--- src/rtl/vga_pkg.sv ---
// vga_pkg: shared raster constants for the 640x480@60 display path.
// Sprite blocks import this package so that their col/row inputs and pixel
// outputs are sized identically to the scan generator.
//   COORD_W     width of col/row scan coordinates
//   RGB_W       width of a packed 4:4:4 pixel
//   DEF_*       default 640x480@60 timing (pixels / lines)
//   in_window() half-open range test used for the sync windows
package vga_pkg;

  localparam int COORD_W = 10;
  localparam int RGB_W   = 12;

  localparam int DEF_CLK_DIV     = 4;
  localparam int DEF_ANIM_FRAMES = 30;

  localparam int DEF_H_VIS  = 640;
  localparam int DEF_H_FP   = 16;
  localparam int DEF_H_SYNC = 96;
  localparam int DEF_H_BP   = 48;
  localparam int DEF_H_TOT  = DEF_H_VIS + DEF_H_FP + DEF_H_SYNC + DEF_H_BP;

  localparam int DEF_V_VIS  = 480;
  localparam int DEF_V_FP   = 10;
  localparam int DEF_V_SYNC = 2;
  localparam int DEF_V_BP   = 33;
  localparam int DEF_V_TOT  = DEF_V_VIS + DEF_V_FP + DEF_V_SYNC + DEF_V_BP;

  // True when lo <= cnt < hi.
  function automatic logic in_window(input logic [COORD_W-1:0] cnt,
                                     input int lo, input int hi);
    int c;
    c = int'(cnt);
    return (c >= lo) && (c < hi);
  endfunction

endpackage

--- src/rtl/vga_scan_anim_toggle.sv ---
// anim_toggle: divides a frame-rate pulse into a slow square wave that
// sprite animations use to flip between frames.
//   clk           system clock
//   rst_n         asynchronous active-low reset
//   frame_tick_i  one-clk pulse per frame
//   toggle_clk_o  inverts every ANIM_FRAMES ticks (period 2*ANIM_FRAMES frames)
module anim_toggle #(
  parameter int ANIM_FRAMES = 30
) (
  input  logic clk,
  input  logic rst_n,
  input  logic frame_tick_i,
  output logic toggle_clk_o
);

  // One bit minimum so ANIM_FRAMES==1 still elaborates a legal counter.
  localparam int AW = (ANIM_FRAMES > 1) ? $clog2(ANIM_FRAMES) : 1;
  localparam logic [AW-1:0] CNT_LAST = AW'(ANIM_FRAMES - 1);

  logic [AW-1:0] anim_cnt_q, anim_cnt_d;
  logic          toggle_q, toggle_d;

  always_comb begin
    anim_cnt_d = anim_cnt_q;
    toggle_d   = toggle_q;
    if (frame_tick_i) begin
      if (anim_cnt_q == CNT_LAST) begin
        anim_cnt_d = '0;
        toggle_d   = ~toggle_q;
      end else begin
        anim_cnt_d = anim_cnt_q + 1'b1;
      end
    end
  end

  always_ff @(posedge clk or negedge rst_n) begin
    if (!rst_n) begin
      anim_cnt_q <= '0;
      toggle_q   <= 1'b0;
    end else begin
      anim_cnt_q <= anim_cnt_d;
      toggle_q   <= toggle_d;
    end
  end

  assign toggle_clk_o = toggle_q;

endmodule

--- src/rtl/vga_scan.sv ---
// vga_scan: raster timing generator and one-pixel output stage.
//   clk         system clock
//   rst_n       asynchronous active-low reset
//   col, row    scan coordinates handed to the sprite blocks
//   video_on    col/row lie inside the visible area (combinational)
//   rgb_in      composited pixel for the current col/row
//   hs, vs      active-low syncs, registered, aligned with rgb
//   rgb         registered pixel to the DAC, blanked outside the visible area
//   frame_tick  one-clk pulse on the last pixel of each frame
//   toggle_clk  animation square wave, period 2*ANIM_FRAMES frames
// CLK_DIV must be 2..15; each of H and V totals must be <= 1024.
module vga_scan
  import vga_pkg::*;
#(
  parameter int CLK_DIV     = DEF_CLK_DIV,
  parameter int H_VIS       = DEF_H_VIS,
  parameter int H_FP        = DEF_H_FP,
  parameter int H_SYNC      = DEF_H_SYNC,
  parameter int H_BP        = DEF_H_BP,
  parameter int V_VIS       = DEF_V_VIS,
  parameter int V_FP        = DEF_V_FP,
  parameter int V_SYNC      = DEF_V_SYNC,
  parameter int V_BP        = DEF_V_BP,
  parameter int ANIM_FRAMES = DEF_ANIM_FRAMES
) (
  input  logic               clk,
  input  logic               rst_n,
  output logic [COORD_W-1:0] col,
  output logic [COORD_W-1:0] row,
  output logic               video_on,
  input  logic [RGB_W-1:0]   rgb_in,
  output logic               hs,
  output logic               vs,
  output logic [RGB_W-1:0]   rgb,
  output logic               frame_tick,
  output logic               toggle_clk
);

  localparam int H_TOT = H_VIS + H_FP + H_SYNC + H_BP;
  localparam int V_TOT = V_VIS + V_FP + V_SYNC + V_BP;

  localparam int HS_LO = H_VIS + H_FP;
  localparam int HS_HI = HS_LO + H_SYNC;
  localparam int VS_LO = V_VIS + V_FP;
  localparam int VS_HI = VS_LO + V_SYNC;

  localparam logic [3:0]         DIV_LAST = 4'(CLK_DIV - 1);
  localparam logic [COORD_W-1:0] H_LAST   = COORD_W'(H_TOT - 1);
  localparam logic [COORD_W-1:0] V_LAST   = COORD_W'(V_TOT - 1);
  localparam logic [COORD_W-1:0] H_VIS_C  = COORD_W'(H_VIS);
  localparam logic [COORD_W-1:0] V_VIS_C  = COORD_W'(V_VIS);

  logic [3:0]         div_cnt_q, div_cnt_d;
  logic [COORD_W-1:0] h_cnt_q, h_cnt_d;
  logic [COORD_W-1:0] v_cnt_q, v_cnt_d;
  logic               hs_q, hs_d;
  logic               vs_q, vs_d;
  logic [RGB_W-1:0]   rgb_q, rgb_d;

  logic pix_en;
  logic h_last, v_last;
  logic line_end;
  logic hs_raw, vs_raw;
  logic vis;

  assign pix_en   = (div_cnt_q == DIV_LAST);
  assign h_last   = (h_cnt_q == H_LAST);
  assign v_last   = (v_cnt_q == V_LAST);
  assign line_end = pix_en & h_last;
  assign vis      = (h_cnt_q < H_VIS_C) && (v_cnt_q < V_VIS_C);

  assign hs_raw = ~in_window(h_cnt_q, HS_LO, HS_HI);
  assign vs_raw = ~in_window(v_cnt_q, VS_LO, VS_HI);

  always_comb begin
    div_cnt_d = div_cnt_q + 4'd1;
    h_cnt_d   = h_cnt_q;
    v_cnt_d   = v_cnt_q;
    hs_d      = hs_q;
    vs_d      = vs_q;
    rgb_d     = rgb_q;

    if (pix_en) begin
      div_cnt_d = '0;
      h_cnt_d   = h_last ? '0 : h_cnt_q + 1'b1;
      // Sync and pixel are captured from the coordinate being retired, so
      // they leave one pixel behind col/row and stay mutually aligned.
      // rgb_in has had CLK_DIV-1 clocks to settle since col/row changed.
      hs_d      = hs_raw;
      vs_d      = vs_raw;
      rgb_d     = vis ? rgb_in : '0;
    end

    if (line_end) begin
      v_cnt_d = v_last ? '0 : v_cnt_q + 1'b1;
    end
  end

  always_ff @(posedge clk or negedge rst_n) begin
    if (!rst_n) begin
      div_cnt_q <= '0;
      h_cnt_q   <= '0;
      v_cnt_q   <= '0;
      hs_q      <= 1'b1;
      vs_q      <= 1'b1;
      rgb_q     <= '0;
    end else begin
      div_cnt_q <= div_cnt_d;
      h_cnt_q   <= h_cnt_d;
      v_cnt_q   <= v_cnt_d;
      hs_q      <= hs_d;
      vs_q      <= vs_d;
      rgb_q     <= rgb_d;
    end
  end

  // Combinational pulse: the last pixel's pix_en cycle. pix_en is low
  // throughout reset (div_cnt held at 0, CLK_DIV >= 2), so it reads 0 there.
  assign frame_tick = line_end & v_last;

  assign col      = h_cnt_q;
  assign row      = v_cnt_q;
  assign video_on = vis;
  assign hs       = hs_q;
  assign vs       = vs_q;
  assign rgb      = rgb_q;

  anim_toggle #(
    .ANIM_FRAMES (ANIM_FRAMES)
  ) u_anim_toggle (
    .clk          (clk),
    .rst_n        (rst_n),
    .frame_tick_i (frame_tick),
    .toggle_clk_o (toggle_clk)
  );

endmodule

--- config.mk ---
export PLATFORM = sky130hd
export DESIGN_NAME = vga_scan
export DESIGN_NICKNAME = d
export VERILOG_FILES = /design/src/rtl/vga_pkg.sv /design/src/rtl/vga_scan_anim_toggle.sv /design/src/rtl/vga_scan.sv
export SDC_FILE = /design/constraint.sdc
export NUM_CORES = 1
export LEC_CHECK = 0
export ABC_CLOCK_PERIOD_IN_PS = 2700
export BUFFER_PORTS_ARGS = -buffer_cell sky130_fd_sc_hd__buf_2
export CORE_AREA = 2 2 81 83
export CTS_CLUSTER_SIZE = 12
export DETAILED_ROUTE_END_ITERATION = 10
export DIE_AREA = 0 0 83 85
export SYNTH_ARGS = -nofsm -noshare
export SYNTH_HDL_FRONTEND = slang
export SYNTH_HIERARCHICAL = 1
export SYNTH_SLANG_ARGS = --single-unit
--- constraint.sdc ---
create_clock -name clk -period 2.7 [get_ports clk]
set_input_delay 0.27 -clock clk [delete_from_list [all_inputs] [get_ports clk]]
set_output_delay 0.27 -clock clk [all_outputs]
set_load 0.02 [all_outputs]
==> flow_summary.json, run 1 <==
{
  "start_util_pct": 33.64,
  "ioPinCount": 51,
  "outcome": "completed",
  "postRouteAntennaNets": 0,
  "die_y_um": 85,
  "skew_ns": 0.007095,
  "grt_usage_pct": 13.17,
  "core_area_um2": 6205,
  "worstSetupStartpointType": "register",
  "vias": 1642,
  "cts.htree.levels": 2,
  "synth_nets": 211,
  "overflow": 0,
  "worst_pin_slew_ns": 0.9591,
  "maxSlewViolCount": 0,
  "vdd_drop_max_v": 0.0002393,
  "wl_um": 4395,
  "rsz0062_at_grt": "no",
  "async_reset_ff_share_pct": 100.0,
  "cts_setup_buffers": 0,
  "clock_latency_ns": 0.30,
  "drc": 0,
  "drt-initial-drc-count": 78,
  "avgSynthCellArea_um2": 10.98,
  "ctsResizeCount": 0,
  "path_max_fanout": 22,
  "clockRootBuffer": "clkbuf_8",
  "syn_to_final_growth_pct": 21.88,
  "synth.cell_area_um2": 2087,
  "ys_types": 39,
  "crit_arrival_ns": 2.25,
  "die-width_um": 83,
  "seq_area_frac_synth_pct": 52.88,
  "grt_max_degree": 45,
  "setup-tns-final_ns": 0,
  "yosys_warnings": 6,
  "clockBufferDepth": 2,
  "synthFlopType": "dfrtp_1",
  "fin_hold_ws_ns": 0.1123,
  "tritoncts": "yes",
  "post-route-period-util_pct": 93.34,
  "hold_viol_final": 0,
  "maxCapViolCount": 0,
  "drt_first_pass_iters": 4,
  "portBuffers": 50,
  "antenna_found_initial": 0,
  "die_area_um2": 7055,
  "hpwl_um": 3102,
  "gp_congestion": 0.7423,
  "fp-row-count": 29,
  "hold_buffers": 0,
  "p_leak_uw": 0.001198,
  "routedWlPerCell_um": 13.65,
  "period_needed_ns": 2.520,
  "relSlewSlack_pct": 36.06,
  "drive_above_1_share_pct": 30.61,
  "nNetsFinal": 265,
  "end_kind": "output port",
  "grt_pass1_vias": 1588,
  "fillCellCount": 629,
  "cts_sinks": 44,
  "setup_viol": 0,
  "synth-edff-count": 0,
  "cts_buffers": 5,
  "vias_per_cell": 5.099,
  "ys_ff_latch": 44,
  "diodes": 0,
  "max_freq_mhz": 396.8,
  "worstSetupPathType": "register to output port",
  "hold_class": "primary input to asynchronous set/reset pin",
  "grt_pass1_wl_um": 7465,
  "crit_required_ns": 2.43,
  "p_per_area_nw_per_um2": 487.7,
  "syn_inst": 190,
  "clk_pin_slew_ns": 0.09
}
worst max-delay path, stage by stage (launching register included):
cell	delay, ns
dfrtp_1	0.38
ha_1	0.20
or3b_4	0.52
nor4b_2	0.34
and2_2	0.31
buf_2	0.20
cell families after synthesis:
family | count (synthesis) | share of synthesized area, %
AO/OA/AOI/OAI | 37 | 12.65
flip-flops | 44 | 52.88
adder cells (fa/ha/maj) | 7 | 4.196
AND/OR/NAND/NOR | 73 | 20.56
XOR/XNOR | 10 | 4.197
multiplexers | 5 | 2.518
buffers and inverters | 14 | 2.998
final timing paths:
kind	startpoint	slack [ns]	cells past startpoint	endpoint
min in group clk	rgb_in[5]	0.19	2	rgb[5]
min	rst_n	0.11	1	rgb[4]
min reg2reg	u_anim_toggle/toggle_clk_o	0.46	1	u_anim_toggle/toggle_clk_o
max in group asynchronous	rst_n	1.99	1	row[7]
max reg2reg	div_cnt_q[0]	0.43	7	u_anim_toggle/toggle_clk_o
max	div_cnt_q[0]	0.18	5	frame_tick
per-layer routing:
layer / GRT usage [%] / part of all wire [%]
met1: 17.28 / 47
met2: 20.67 / 46
met3: 4.280 / 5.6
met4: 4.471 / 1.2
met5: 0 / 0
state kept, by name, indices dropped and copies added (netlist names):
signal / count
col: 10
div_cnt_q: 4
hs: 1
rgb: 12
row: 10
u_anim_toggle/anim_cnt_q: 5
u_anim_toggle/toggle_clk_o: 1
vs: 1
area by class of cell:
type	count	area, µm²	area share (%)
inverters	7	26.28	1.033
repair buffers	54	280.3	11.02
clock buffers	5	68.82	2.705
well taps	77	96.34	3.788
flip-flops and latches	44	1104	43.38
clock inverters	3	46.29	1.820
multi-input cells	132	922.1	36.25
synth_stat cells, types with 2 or more instances:
library cell | n | share of area, %
dfrtp_1 | 42 | 50
xor2_1 | 2 | 0.84
nand4_1 | 7 | 2.1
nor2b_1 | 3 | 0.90
nand2_1 | 19 | 3.4
nand3_1 | 7 | 1.7
ha_1 | 7 | 4.2
nor3_1 | 5 | 1.2
nor4_1 | 2 | 0.60
nor2_1 | 10 | 1.8
nor4b_2 | 2 | 1.4
xnor2_1 | 8 | 3.4
a21oi_1 | 3 | 0.72
mux2i_1 | 3 | 1.4
and3_1 | 6 | 1.8
inv_1 | 7 | 1.3
mux2_2 | 2 | 1.1
dfstp_2 | 2 | 2.5
a22o_1 | 17 | 7.1
a31oi_1 | 2 | 0.60
nor3b_1 | 2 | 0.72
buf_2 | 2 | 0.48
o21ai_0 | 11 | 2.6
clkbuf_1 | 4 | 0.72
stage by stage:
stage | setup WS (ns) | total power [µW] | std cells | utilization (%) | instance area [µm²]
after floorplan | 0.3224 | 705.1 | 190 | - | 2087
after global placement | 0.3973 | 738.0 | 314 | 39.12 | 2427
after detailed placement | 0.3330 | 738.2 | 314 | 39.12 | 2427
after CTS | 0.05377 | 1260 | 322 | 40.98 | 2542
after global routing | 0.01302 | 1297 | 322 | 41.00 | 2544
final | 0.1799 | 1241 | 322 | 41.00 | 2544
report_power, final:
group          internal (µW)  switching (µW)  leakage, µW
clock                    279             239    0.0000548
sequential               668            4.14     0.000566
combinational           19.6            31.7     0.000577
cell usage in the layout, fill, tap and decap left out, types with 3 or more instances in the layout:
cell      synthesis  final
xnor2_1           8      8
nand3_1           7      7
nand4_1           7      7
nor2_1           10     10
a22o_1           17     17
clkbuf_8          0      5
inv_1             7      7
mux2i_1           3      3
buf_4             0      4
nor3_1            5      5
buf_2             2     50
and3_1            6      6
o21ai_0          11     11
nand2_1          19     19
a21oi_1           3      3
nor2b_1           3      3
ha_1              7      7
dfrtp_1          42     42
No activity file was read; power rests on OpenSTA's default activity.
==> inputs of run 2 (changes only) <==
Settings changed: CORE_AREA 2 2 81 83 to 2 2 90 75, DIE_AREA 0 0 83 85 to 0 0 92 77.
==> run 2 against run 1 <==
Effect of this change:
- cell area up 0.34%
- flip-flop and latch count unchanged
- register-to-register slack better by 0.02 ns
- hold slack better by 0.020 ns
- global-route usage is 0.26 points lower
- sequential power barely moved
- clock power about the same
- sequential share of layout area shrank 0.15 points
- critical path type unchanged
==> flow_summary.json, run 2 (same netlist as run 1, synthesis figures left out) <==
{
  "crit_family": "simple AND/OR/NAND/NOR gates",
  "dpl.cell_count": 321,
  "drt-initial-drc-count": 30,
  "nNetsFinal": 265,
  "start_util_pct": 33.77,
  "p_leak_uw": 0.001198,
  "post-route-period-util_pct": 92.20,
  "switching_share_pct": 22.06,
  "die-width_um": 92,
  "largest_reg_flops": 12,
  "worstSetupPathType": "register to output port",
  "clockBufferDepth": 2,
  "fillCellCount": 611,
  "wl_um": 4443,
  "die_y_um": 77,
  "hpwl_um": 3135,
  "vias": 1608,
  "die_area_um2": 7084,
  "maxSlewViolCount": 0,
  "rsz0062_at_grt": "no",
  "cp_num_buf_inv": 1,
  "placed_area_um2": 2436,
  "cts_buffers": 5,
  "cts_setup_buffers": 0,
  "grt_usage_pct": 12.90,
  "drive_above_1_share_pct": 30.61,
  "antenna_found_initial": 0,
  "hold_viol_final": 0,
  "setup-tns-final_ns": 0,
  "skew_ns": 0.009841,
  "cellInternalPower_uw": 966.0,
  "core_area_um2": 6181,
  "period_needed_ns": 2.489,
  "clockPowerShare_pct": 41.6,
  "worst_pin_slew_ns": 0.9831,
  "crit_required_ns": 2.43,
  "cpPeakStageDelay_ns": 0.52,
  "path_cells": "ha_1, or3b_4, nor4b_2, and2_2, buf_2",
  "grt_pass1_wl_um": 7355,
  "drt_first_pass_iters": 4,
  "outcome": "completed",
  "hold_class": "primary input to asynchronous set/reset pin",
  "p_seq_share_pct": 54.2,
  "maxCapViolCount": 0,
  "end_kind": "output port",
  "cts.htree.levels": 2,
  "routedWlPerCell_um": 13.50,
  "vias_per_cell": 4.888,
  "crit_path_top_delay_cell": "or3b_4",
  "path_max_fanout": 22,
  "p_sw_uw": 273.5,
  "worstSetupStartpointType": "register",
  "fin_area_um2": 2552,
  "comb_power_share_pct": 4.2,
  "layout_commonest_cell": "buf_2",
  "gp_congestion": 0.7473,
  "diodes": 0,
  "ioPinCount": 51,
  "tritoncts": "yes",
  "postRouteAntennaNets": 0,
  "clk_pin_slew_ns": 0.09,
  "vdd_drop_max_v": 0.0001815,
  "relSlewSlack_pct": 34.46,
  "grt_pass1_vias": 1514,
  "layout_common_cells": "50 x buf_2, 42 x dfrtp_1, 19 x nand2_1",
  "crit_arrival_ns": 2.22,
  "cts_sinks": 44,
  "layout.cells.non_filler": 329,
  "grt_max_degree": 45,
  "max_freq_mhz": 401.7,
  "setup_viol": 0,
  "clockRootBuffer": "clkbuf_8",
  "syn_to_final_growth_pct": 22.30,
  "p_per_area_nw_per_um2": 485.6,
  "drc": 0,
  "clock_latency_ns": 0.30,
  "power_uw": 1240,
  "portBuffers": 50,
  "fp-row-count": 26,
  "overflow": 0
}
run 2: cell counts in the layout (fill, tap and decap cells not counted):
No cell type changed its count.
run 2: per-layer routing:
metal	part of all wire [%]	track usage (%)	vias to the layer above	wire (µm)
li1	-	-	792	-
met1	52	18.79	771	2304
met2	43	19.34	43	1889
met3	5.2	3.045	2	232
met4	0.38	3.284	0	17
met5	0	0	-	0
run 2: worst register-to-register path, cell delays in order, from the launching register on:
cell and delay (ns):
dfrtp_1 0.37, ha_1 0.20, or3b_4 0.52, nor4b_2 0.34, and2_2 0.30, and3_4 0.22, nand3_2 0.08, xnor2_1 0.12
run 2: final timing paths:
| check | start | to | slack [ns] | depth (start not counted) |
|---|---|---|---|---|
| min reg2reg | div_cnt_q[0] | div_cnt_q[0] | 0.46 | 1 |
| max in group asynchronous | rst_n | col[2] | 1.96 | 1 |
| max | div_cnt_q[0] | frame_tick | 0.21 | 5 |
| max reg2reg | div_cnt_q[0] | u_anim_toggle/toggle_clk_o | 0.45 | 7 |
| min | rst_n | u_anim_toggle/anim_cnt_q[2] | 0.13 | 1 |
| min in group clk | rgb_in[8] | rgb[8] | 0.19 | 2 |
run 2: area by class of cell:
| type | count | area, µm² | share of cell area, % |
|---|---|---|---|
| well taps | 84 | 105.1 | 4.118 |
| repair buffers | 54 | 280.3 | 10.98 |
| clock inverters | 3 | 46.29 | 1.814 |
| clock buffers | 5 | 68.82 | 2.696 |
| inverters | 7 | 26.28 | 1.029 |
| flip-flops and latches | 44 | 1104 | 43.24 |
| multi-input cells | 132 | 922.1 | 36.13 |
run 2: what timing repair did:
item	in CTS	in global routing
gates resized for setup	0	1
hold buffers	0	0
endpoints found under the setup margin	0	1
run 2: power groups by stage:
stage	clock (µW)	sequential, µW	combinational (µW)
after global routing	568	673	57.8
after CTS	538	672	53.9
after floorplan	0	697	8.07
after detailed placement	0	685	53.4
after global placement	0	685	53.8
final	516	672	52.1
run 2: metrics by stage:
step	hold slack (ns)	worst slack (ns)	utilization (%)
global route	0.1877	0.04451	41.30
finish	0.1322	0.2106	41.30
CTS	0.1649	0.08404	41.28
detailed placement	0.4538	0.3472	39.41
global placement	0.4444	0.4102	39.41
floorplan	-0.02559	0.3224	-
==> inputs of run 3 (changes only) <==
Settings changed: ABC_AREA set to 1, CORE_AREA 2 2 90 75 to 2 2 76 64, DIE_AREA 0 0 92 77 to 0 0 78 66, PLACE_DENSITY set to 0.77.
==> run 3 against run 2 <==
Effect of this change:
- count of clock-buffer cells in the layout is the same
- core utilization rose by 20 points
- global-route usage rose by 7.7 points
- flip-flop and latch count did not move
- sequential power is essentially flat
- wire length grew 7.2%
- total power down 1.0%
- hold slack got worse by 0.014 ns
- critical path type unchanged
==> flow_summary.json, run 3 <==
{
  "outcome": "completed",
  "grt_pass1_vias": 1842,
  "cpPeakStageDelay_ns": 0.42,
  "crit_top_cell": "nor2_1",
  "synth_compound_area_share_pct": 6.832,
  "tritoncts": "yes",
  "largest_reg_flops": 12,
  "drt_first_pass_iters": 6,
  "syn_inst": 285,
  "gp_congestion": 0.8704,
  "syn_to_final_growth_pct": 18.40,
  "setup-tns-final_ns": 0,
  "vdd_drop_max_v": 0.0003153,
  "reg2reg_to": "u_anim_toggle/anim_cnt_q[4]",
  "maxCapViolCount": 0,
  "fp-row-count": 22,
  "power_uw": 1227,
  "layout_commonest_cell": "nand2_1",
  "drive_above_1_share_pct": 21.83,
  "rsz0062_at_grt": "no",
  "async_reset_ff_share_pct": 100.0,
  "synth_nets": 306,
  "ys_types": 30,
  "clockRootBuffer": "clkbuf_8",
  "post-route-period-util_pct": 91.26,
  "hpwl_um": 3449,
  "maxSlewViolCount": 0,
  "crit_path_top_delay_cell": "dfrtp_1",
  "cts.htree.levels": 2,
  "synth_common_cells": "84 x nand2_1, 42 x dfrtp_1, 36 x nor2_1, 30 x inv_1, 20 x o21ai_0",
  "worst_pin_slew_ns": 0.9462,
  "skew_ns": 0.005607,
  "die-width_um": 78,
  "vias": 1999,
  "routedWlPerCell_um": 11.93,
  "synthMuxAreaShare_pct": 0,
  "clock_latency_ns": 0.29,
  "synthFlopType": "dfrtp_1",
  "setup_viol": 0,
  "antenna_found_initial": 0,
  "end_kind": "output port",
  "synth_top_family_by_area": "simple AND/OR/NAND/NOR gates",
  "synth.cell_area_um2": 2271,
  "r2r_slack_ns": 0.47,
  "p_per_area_nw_per_um2": 456.3,
  "grt_usage_pct": 20.64,
  "worstSetupPathType": "register to output port",
  "synth-edff-count": 0,
  "avgSynthCellArea_um2": 7.968,
  "yosysMostFrequentCell": "nand2_1",
  "ys_ff_latch": 44,
  "synth_top_area_share_pct": 46.28,
  "cts_sinks": 44,
  "synthSimpleGateAreaFrac_pct": 30.85,
  "start_util_pct": 51.56,
  "r2r_cells": 12,
  "path_cells": "ha_1, nand2_2, nor2_4, nand2_1, nor2_1, inv_1, nor2_1, buf_2",
  "nNetsFinal": 359,
  "core_area_um2": 4404,
  "ctsResizeCount": 0,
  "path_max_fanout": 8,
  "synth_xor_area_share_pct": 3.085,
  "drc": 0,
  "synthAdderAreaFrac_pct": 3.857,
  "overflow": 0,
  "hold_viol_final": 0,
  "grt_max_degree": 45,
  "max_freq_mhz": 405.9,
  "p_leak_uw": 0.001370,
  "cts_buffers": 5,
  "fin_hold_ws_ns": 0.1183,
  "synth_area_leaders": "dfrtp_1 46%, nand2_1 14%, nor2_1 6.0%",
  "portBuffers": 50,
  "drt-initial-drc-count": 166,
  "die_area_um2": 5148,
  "grt_pass1_wl_um": 8369,
  "clk_pin_slew_ns": 0.08,
  "wl_um": 4761,
  "relSlewSlack_pct": 36.92,
  "diodes": 0,
  "die_y_um": 66,
  "yosys_warnings": 6,
  "crit_required_ns": 2.43,
  "yosys.area.top_type": "dfrtp_1",
  "worstSetupStartpointType": "register",
  "hold_buffers": 0,
  "vias_per_cell": 5.010,
  "layout_common_cells": "84 x nand2_1, 50 x buf_2, 42 x dfrtp_1",
  "cts_setup_buffers": 0,
  "clockBufferDepth": 2,
  "regToRegStartpoint": "col[1]",
  "postRouteAntennaNets": 0,
  "seq_area_frac_synth_pct": 48.60,
  "period_needed_ns": 2.464,
  "crit_arrival_ns": 2.19,
  "ioPinCount": 51,
  "hold_class": "primary input to asynchronous set/reset pin"
}
==> run 3: changes by cell type after synthesis, moves of 5 or more <==
| cell | change |
|---|---|
| nand2_1 | +65 |
| nor2_1 | +26 |
| inv_1 | +23 |
| a22o_1 | -17 |
| nand3_1 | +11 |
| o21ai_0 | +9 |
| xnor2_1 | -7 |
| and3_1 | -6 |
| xor2_1 | +5 |
==> run 3: per-stage QoR <==
stage	instance area (µm²)	worst slack (ns)	utilization, %	instances
2_1_floorplan	2271	0.4060	-	285
3_3_place_gp	2574	0.6201	58.44	391
3_5_place_dp	2574	0.5167	58.44	391
4_1_cts	2689	0.2146	61.05	399
5_1_grt	2689	0.01351	61.05	399
6_report	2689	0.2360	61.05	399
==> run 3: worst max path at each step <==
stage	from	depth (start not counted)	slack, ns	to
after floorplan	col[1]	12	0.41	u_anim_toggle/anim_cnt_q[4]
after global placement	row[0]	11	0.62	u_anim_toggle/anim_cnt_q[4]
after detailed placement	col[1]	12	0.52	u_anim_toggle/anim_cnt_q[4]
after CTS	col[1]	8	0.21	frame_tick
after global routing	col[1]	8	0.01	frame_tick
final	col[1]	8	0.24	frame_tick
==> run 3: kinds of logic (layout without fill, tap and decap cells) <==
kind of cell / count (synthesis) / in the layout
xor+xnor: 8 / 8
flops: 44 / 44
simple gates: 160 / 160
fa+ha+maj: 7 / 7
buf+inv: 37 / 91
compound gates: 29 / 29
==> run 3: cell type report <==
cell class / instances / area [µm²]
Fill cell: 407 / 1715
Sequential cell: 44 / 1104
Multi-Input combinational cell: 204 / 1013
Timing Repair Buffer: 52 / 265.3
Inverter: 31 / 116.4
Tap cell: 60 / 75.07
Clock buffer: 5 / 68.82
Clock inverter: 3 / 46.29
==> run 3: critical path: cells and delay by family (launching register included) <==
| kind | cells | cell delay (ns) |
|---|---|---|
| and+or+nand+nor | 5 | 0.87 |
| buffers and inverters | 2 | 0.37 |
| adders and majority gates | 1 | 0.24 |
| DFF | 1 | 0.42 |
==> run 3: metal layers <==
metal / routed length (µm) / share of wire, % / track usage, %
met5: 0 / 0 / 0
met2: 2165 / 45 / 33.41
met4: 27 / 0.57 / 3.289
met3: 316 / 6.6 / 4.781
met1: 2252 / 47 / 29.10
==> run 3: report_power, final <==
| part | internal [µW] | switching, µW |
|---|---|---|
| clock | 279 | 226 |
| sequential | 668 | 5.14 |
| combinational | 16.3 | 33.1 |
